### src/rtl/vga_pkg.sv
// Shared timing defaults and helpers for the VGA raster pipeline.
// Default timing is 640x480@60 with a 25.175 MHz pixel rate.
package vga_pkg;

  localparam int unsigned DEF_H_ACTIVE = 640;
  localparam int unsigned DEF_H_FP     = 16;
  localparam int unsigned DEF_H_SYNC   = 96;
  localparam int unsigned DEF_H_BP     = 48;
  localparam int unsigned DEF_V_ACTIVE = 480;
  localparam int unsigned DEF_V_FP     = 10;
  localparam int unsigned DEF_V_SYNC   = 2;
  localparam int unsigned DEF_V_BP     = 33;

  localparam int unsigned DEF_H_TOTAL = DEF_H_ACTIVE + DEF_H_FP + DEF_H_SYNC + DEF_H_BP;

  typedef struct packed {
    logic act;
    logic hs;
    logic vs;
  } raster_flags_t;

  // Widen a w-bit colour to 4 bits by repeating its MSBs into the low bits,
  // so that full scale stays full scale.
  function automatic logic [3:0] expand4(input logic [3:0] in, input int unsigned w);
    logic [3:0] out;
    out = in;
    case (w)
      1:       out = {4{in[0]}};
      2:       out = {in[1:0], in[1:0]};
      3:       out = {in[2:0], in[2]};
      default: out = in;
    endcase
    return out;
  endfunction

endpackage

### src/rtl/vga_axis_counter.sv
// One raster axis: wrapping position counter with active-region and sync-pulse decode.
module vga_axis_counter
  import vga_pkg::*;
#(
  parameter int unsigned TOTAL  = DEF_H_TOTAL,
  parameter int unsigned ACTIVE = DEF_H_ACTIVE,
  parameter int unsigned FP     = DEF_H_FP,
  parameter int unsigned SYNC   = DEF_H_SYNC
) (
  input  logic       clk,
  input  logic       rst,
  input  logic       inc,
  output logic [9:0] count,
  output logic       wrap,
  output logic       active,
  output logic       sync_act
);

  localparam logic [10:0] LAST    = 11'(TOTAL - 1);
  localparam logic [10:0] ACT_END = 11'(ACTIVE);
  localparam logic [10:0] SYNC_LO = 11'(ACTIVE + FP);
  localparam logic [10:0] SYNC_HI = 11'(ACTIVE + FP + SYNC);

  logic [9:0]  count_q, count_d;
  logic [10:0] count_x;

  assign count_x = {1'b0, count_q};

  // wrap is qualified by inc so it can directly advance the next axis
  assign wrap     = inc && (count_x == LAST);
  assign active   = count_x < ACT_END;
  assign sync_act = (count_x >= SYNC_LO) && (count_x < SYNC_HI);
  assign count    = count_q;

  always_comb begin
    count_d = count_q;
    if (inc) begin
      count_d = wrap ? '0 : count_q + 10'd1;
    end
  end

  always_ff @(posedge clk or posedge rst) begin
    if (rst) begin
      count_q <= '0;
    end else begin
      count_q <= count_d;
    end
  end

endmodule

### src/rtl/vga_timing_pipe.sv
// VGA raster timing generator: lookahead coordinates to the pixel source, sync/blank
// delayed to match the source read latency, registered and polarity-adjusted pins.
module vga_timing_pipe
  import vga_pkg::*;
#(
  parameter int unsigned H_ACTIVE  = DEF_H_ACTIVE,
  parameter int unsigned H_FP      = DEF_H_FP,
  parameter int unsigned H_SYNC    = DEF_H_SYNC,
  parameter int unsigned H_BP      = DEF_H_BP,
  parameter int unsigned V_ACTIVE  = DEF_V_ACTIVE,
  parameter int unsigned V_FP      = DEF_V_FP,
  parameter int unsigned V_SYNC    = DEF_V_SYNC,
  parameter int unsigned V_BP      = DEF_V_BP,
  parameter int unsigned HSYNC_POL = 0,
  parameter int unsigned VSYNC_POL = 0,
  parameter int unsigned PIXEL_LAT = 1,
  parameter int unsigned R_W       = 3,
  parameter int unsigned G_W       = 3,
  parameter int unsigned B_W       = 2
) (
  input  logic           vgaclk,
  input  logic           rst,
  input  logic           pix_ce,
  input  logic [R_W-1:0] input_red,
  input  logic [G_W-1:0] input_green,
  input  logic [B_W-1:0] input_blue,
  output logic [9:0]     hc_out,
  output logic [9:0]     vc_out,
  output logic           frame_start,
  output logic           line_start,
  output logic           hsync,
  output logic           vsync,
  output logic           de,
  output logic [3:0]     red,
  output logic [3:0]     green,
  output logic [3:0]     blue
);

  localparam int unsigned H_TOTAL = H_ACTIVE + H_FP + H_SYNC + H_BP;
  localparam int unsigned V_TOTAL = V_ACTIVE + V_FP + V_SYNC + V_BP;
  localparam logic        HS_IDLE = (HSYNC_POL == 0);
  localparam logic        VS_IDLE = (VSYNC_POL == 0);

  if (H_TOTAL > 1024 || V_TOTAL > 1024) begin : g_bad_total
    $error("vga_timing_pipe: H_TOTAL/V_TOTAL must not exceed 1024");
  end
  if (PIXEL_LAT > 4) begin : g_bad_lat
    $error("vga_timing_pipe: PIXEL_LAT must be 0..4");
  end
  if (R_W < 1 || R_W > 4 || G_W < 1 || G_W > 4 || B_W < 1 || B_W > 4) begin : g_bad_width
    $error("vga_timing_pipe: colour widths must be 1..4");
  end

  logic          h_wrap, h_act, h_sync;
  logic          v_wrap_unused, v_act, v_sync;
  logic [9:0]    hc, vc;
  raster_flags_t s0, dly;

  vga_axis_counter #(
    .TOTAL (H_TOTAL),
    .ACTIVE(H_ACTIVE),
    .FP    (H_FP),
    .SYNC  (H_SYNC)
  ) u_h (
    .clk     (vgaclk),
    .rst     (rst),
    .inc     (pix_ce),
    .count   (hc),
    .wrap    (h_wrap),
    .active  (h_act),
    .sync_act(h_sync)
  );

  vga_axis_counter #(
    .TOTAL (V_TOTAL),
    .ACTIVE(V_ACTIVE),
    .FP    (V_FP),
    .SYNC  (V_SYNC)
  ) u_v (
    .clk     (vgaclk),
    .rst     (rst),
    .inc     (h_wrap),
    .count   (vc),
    .wrap    (v_wrap_unused),
    .active  (v_act),
    .sync_act(v_sync)
  );

  assign s0          = '{act: h_act & v_act, hs: h_sync, vs: v_sync};
  assign hc_out      = hc;
  assign vc_out      = vc;
  assign line_start  = pix_ce & ~rst & (hc == '0);
  assign frame_start = pix_ce & ~rst & (hc == '0) & (vc == '0);

  // Flags wait here for as many enables as the source needs to return colour.
  if (PIXEL_LAT == 0) begin : g_no_dly
    assign dly = s0;
  end else begin : g_dly
    raster_flags_t pipe_q [PIXEL_LAT];

    always_ff @(posedge vgaclk or posedge rst) begin
      if (rst) begin
        for (int unsigned i = 0; i < PIXEL_LAT; i++) begin
          pipe_q[i] <= '0;
        end
      end else if (pix_ce) begin
        pipe_q[0] <= s0;
        for (int unsigned i = 1; i < PIXEL_LAT; i++) begin
          pipe_q[i] <= pipe_q[i-1];
        end
      end
    end

    assign dly = pipe_q[PIXEL_LAT-1];
  end

  logic       de_q, de_d;
  logic       hsync_q, hsync_d, vsync_q, vsync_d;
  logic [3:0] red_q, red_d, green_q, green_d, blue_q, blue_d;

  always_comb begin
    de_d    = dly.act;
    hsync_d = dly.hs ^ HS_IDLE;
    vsync_d = dly.vs ^ VS_IDLE;
    red_d   = dly.act ? expand4(4'(input_red), R_W)   : '0;
    green_d = dly.act ? expand4(4'(input_green), G_W) : '0;
    blue_d  = dly.act ? expand4(4'(input_blue), B_W)  : '0;
  end

  always_ff @(posedge vgaclk or posedge rst) begin
    if (rst) begin
      de_q    <= 1'b0;
      hsync_q <= HS_IDLE;
      vsync_q <= VS_IDLE;
      red_q   <= '0;
      green_q <= '0;
      blue_q  <= '0;
    end else if (pix_ce) begin
      de_q    <= de_d;
      hsync_q <= hsync_d;
      vsync_q <= vsync_d;
      red_q   <= red_d;
      green_q <= green_d;
      blue_q  <= blue_d;
    end
  end

  assign de    = de_q;
  assign hsync = hsync_q;
  assign vsync = vsync_q;
  assign red   = red_q;
  assign green = green_q;
  assign blue  = blue_q;

endmodule

### config.mk
export PLATFORM = sky130hd
export DESIGN_NAME = vga_timing_pipe
export DESIGN_NICKNAME = d
export VERILOG_FILES = /design/src/rtl/vga_pkg.sv /design/src/rtl/vga_axis_counter.sv /design/src/rtl/vga_timing_pipe.sv
export SDC_FILE = /design/constraint.sdc
export NUM_CORES = 1
export LEC_CHECK = 0
export ABC_AREA = 1
export BUFFER_PORTS_ARGS = -buffer_cell sky130_fd_sc_hd__buf_2
export CORE_MARGIN = 2
export CORE_UTILIZATION = 55
export CTS_CLUSTER_DIAMETER = 40
export CTS_CLUSTER_SIZE = 24
export DETAILED_ROUTE_END_ITERATION = 8
export PLACE_DENSITY = 0.81
export SLEW_MARGIN = 20
export SYNTH_ARGS = -nofsm -noshare
export SYNTH_HDL_FRONTEND = slang
export SYNTH_SLANG_ARGS = --single-unit
### constraint.sdc
create_clock -name vgaclk -period 3.8 [get_ports vgaclk]
set_input_delay 0 -clock vgaclk [delete_from_list [all_inputs] [get_ports vgaclk]]
set_output_delay 0 -clock vgaclk [all_outputs]
set_load 0.03 [all_outputs]
==> implementation parameters <==
Parameter                              Value

Clock tree
  CTS Hold Buffers Added    9
  Clock tree from TritonCTS    done
  Clock root buffer    clkbuf_4
  Number of clock sinks    34
  TritonCTS buffer count    5
  Source-to-sink clock delay at the later pin of the worst-skew pair    0.34 ns
  Clock transition at path regs    0.10 ns
  Clk buf depth    2
  Htree depth    2
  Cells resized by post-CTS repair    0
  Post-CTS repair timing setup buffer count    0

Final layout
  Fraction of final layout cells with drive strength greater than 1    23.1%
  Count of filler cells inserted in the layout    291
  Antenna cells    0
  Number of nets in the final layout    321
  Area growth from synthesis to layout    19.3%
  Utilization of the core after routing    69.1%
  Area of combinational cells with multiple inputs    875 um2
  FF+latch area    853 um2

Logic synthesis
  Synthesized area per cell    7.67 um2
  Number of synthesized flops with an enable pin    0
  Most numerous cell in the Yosys netlist    nand2_1
  Prevailing post-synth register cell    dfrtp_1
  Part of the Yosys area used for sequential elements    43.8%
  Most area-consuming cells after synthesis    dfrtp_1 41%, nand2_1 13%, nand3_1 7.4%
  Top cell type by total area after synthesis    dfrtp_1
  Synthesized instance count    254
  Synthesis-stage register bit count    34
  Synthesized area    0.00195 mm2
  Proportion of netlist area held by the largest area contributor    41.1%
  Yosys warning count    0
  Number of distinct library cells after synthesis    30
  Fraction of registers with async set or reset after synthesis    100%
  Net Count, Synth    269
  Commonest cells in the netlist    66 x nand2_1, 36 x inv_1, 32 x dfrtp_1

Global route
  Global routing usage summed across all routing layers    22.5%
  GR Util met2    36.4%
  Remaining Overflow, GRT    0
  Met3 routing resource usage after global routing    5.71%
  Layer carrying the most global-route usage    met2
  Met1 Usage GRT    29.1%
  Antenna violations before repair    0
  Largest net degree at the start of global routing    36
  Global-route wire length before repair    7130 um
  Vias in the first global route    1623

STA
  Clock tree skew after final layout    0.00597 ns
  Slew at the pin with the worst max-slew slack    0.533 ns
  Setup Total Neg Slack    0 ns
  Final Max Tran Viols    0
  Fraction of the cycle the final worst path needs    47.2%
  Final worst slack    2.01 ns
  Final setup vio count    0
  Setup repair after global routing missed its margin    no
  Normalized max-slew margin    64.4%
  Highest clock rate    0.558 GHz
  Final worst path period need    1.79 ns
  Final hold violation count    0
  Post-route worst hold slack    0.106 ns

Power
  Power spent charging and discharging nets    0.000633 W
  Internal Power    0.000698 W
  Clock power share    15.8%
  Net Sw Frac    47.6%
  Maximum vdd drop    0.391 mV
  Register share of total power    42.6%
  Static Leak    1.34 nW
  Power density over cell area    572 mW/mm2
  Part of the total power dissipated in combinational logic    41.6%

Die
  Row Count    21
  Chip Height    63.5 um
  Effective utilization at floorplan    58.0%
  Placeable core region    0.00336 mm2
  DIE WIDTH    63.5 um
  Die area    0.00404 mm2
  Number of top-level pins    48

Detailed routing
  Number of iterations in the first detailed-routing pass    4
  Residual DRC count    0
  Initial DRC Count    69
  Total Routed Length    4200 um
  Detailed-route via count    1809
  Detail-routed via count per cell    5.12
  Post-detailed-route wirelength per cell    11.9 um
  Remaining number of nets flagged by the antenna check after routing    0

Placement
  GP Congestion    0.900
  Port Buffer Count    47
  Detailed placer's ending HPWL    3020 um
  Worst setup slack before clock tree synthesis    2.24 ns

Setup path
  WS Path Type    input port to primary output
  CP Data Required Time    3.80 ns
  Critical path capture point type    primary output
  Largest fanout on the critical path    35
  Data arrival time of the critical path    1.79 ns
  Startpoint Class    input port

Outcome
  Status    finished clean

Flow run
  Maximum capacitance violations    0

Min path
  Worst hold path class    input port to flop
[final timing paths]
| kind | to | cells past startpoint | slack [ns] | start |
|---|---|---|---|---|
| setup reg to reg | u_v.count[6]$_DFFE_PP0N_ | 6 | 2.38 | u_h.count[1]$_DFFE_PP0P_ |
| hold / removal | green[0]$_DFFE_PP0P_ | 3 | 0.11 | pix_ce |
| setup / recovery | frame_start | 9 | 2.01 | rst |
| max in group asynchronous | vsync$_DFFE_PP1P_ | 4 | 3.18 | rst |
| min in group asynchronous | u_v.count[5]$_DFFE_PP0N_ | 4 | 0.29 | rst |
| hold reg to reg | hsync$_DFFE_PP1P_ | 1 | 0.45 | dly[1]$_DFFE_PP0P_ |
[layout by cell type, fill, tap and decap left out, types with 2 or more instances in the layout]
cell type      Yosys  routed
nor2_1            23      23
nand3_1           29      29
nand2_1           66      66
nand4_1            4       4
o21ai_1            2       2
a21oi_1            4       4
inv_2              2       2
nor2_2             3       3
nor2_4             2       2
ha_1               4       4
nand2_4            2       2
o31ai_1            2       2
nor3_1             6       6
dlygate4sd3_1      0       9
o21ai_0           11      11
buf_2              6      47
dfrtp_1           32      32
xor2_1             4       4
dfstp_2            2       2
inv_1             36      36
clkbuf_4           0       5
[power groups by stage]
| stage | combinational (W) | sequential (W) | clock [W] |
|---|---|---|---|
| 6_report | 0.000553 | 0.000567 | 0.000211 |
| 2_1_floorplan | 0.000305 | 0.000676 | 0 |
| 3_5_place_dp | 0.000546 | 0.000570 | 0 |
| 3_3_place_gp | 0.000537 | 0.000565 | 0 |
| 4_1_cts | 0.000556 | 0.000564 | 0.000214 |
| 5_1_grt | 0.000603 | 0.000583 | 0.000233 |
[logic make-up (layout without fill, tap and decap cells)]
kind of cell	count (synthesis)	in the layout	synth area share (%)
flip-flops	34	34	43.8
AND/OR/NAND/NOR	141	141	34.9
AO/OA/AOI/OAI	20	20	5.58
XOR/XNOR	4	4	1.80
adder cells (fa/ha/maj)	4	4	2.57
buffers and inverters	51	104	11.4
[metal layers]
layer  up-vias  routed length [um]
li1        903                   -
met1       835                1930
met2        65                1970
met3         6                 248
met4         0                  57
met5         -                   0
[metrics by stage]
stage | power, W | cells | cell area [um2]
global route | 0.00142 | 353 | 2320
floorplan | 0.000980 | 254 | 1950
global placement | 0.00110 | 336 | 2170
detailed placement | 0.00112 | 336 | 2170
finish | 0.00133 | 353 | 2320
CTS | 0.00133 | 353 | 2320
[final cells by class]
cell class | count | share of cell area, %
multi-input combinational | 169 | 37.6
sequential | 34 | 36.7
timing repair buffer | 57 | 14.3
inverter | 39 | 6.30
tap | 46 | 2.48
clock buffer | 7 | 2.37
clock inverter | 1 | 0.215
[state kept, by name, indices dropped and copies added (netlist names)]
name,count
red,3
de,1
blue,2
green,3
hsync,1
u_v.count,10
de_d,1
dly,2
vsync,1
u_h.count,10
[critical path, stage by stage]
cell and delay, ns:
dlygate4sd3_1 0.52, buf_2 0.12, inv_1 0.05, buf_4 0.38, nand2_1 0.11, nor3_1 0.15
nand3_1 0.12, nor2_1 0.13, buf_2 0.21
Power figures use the tool's default switching activity.
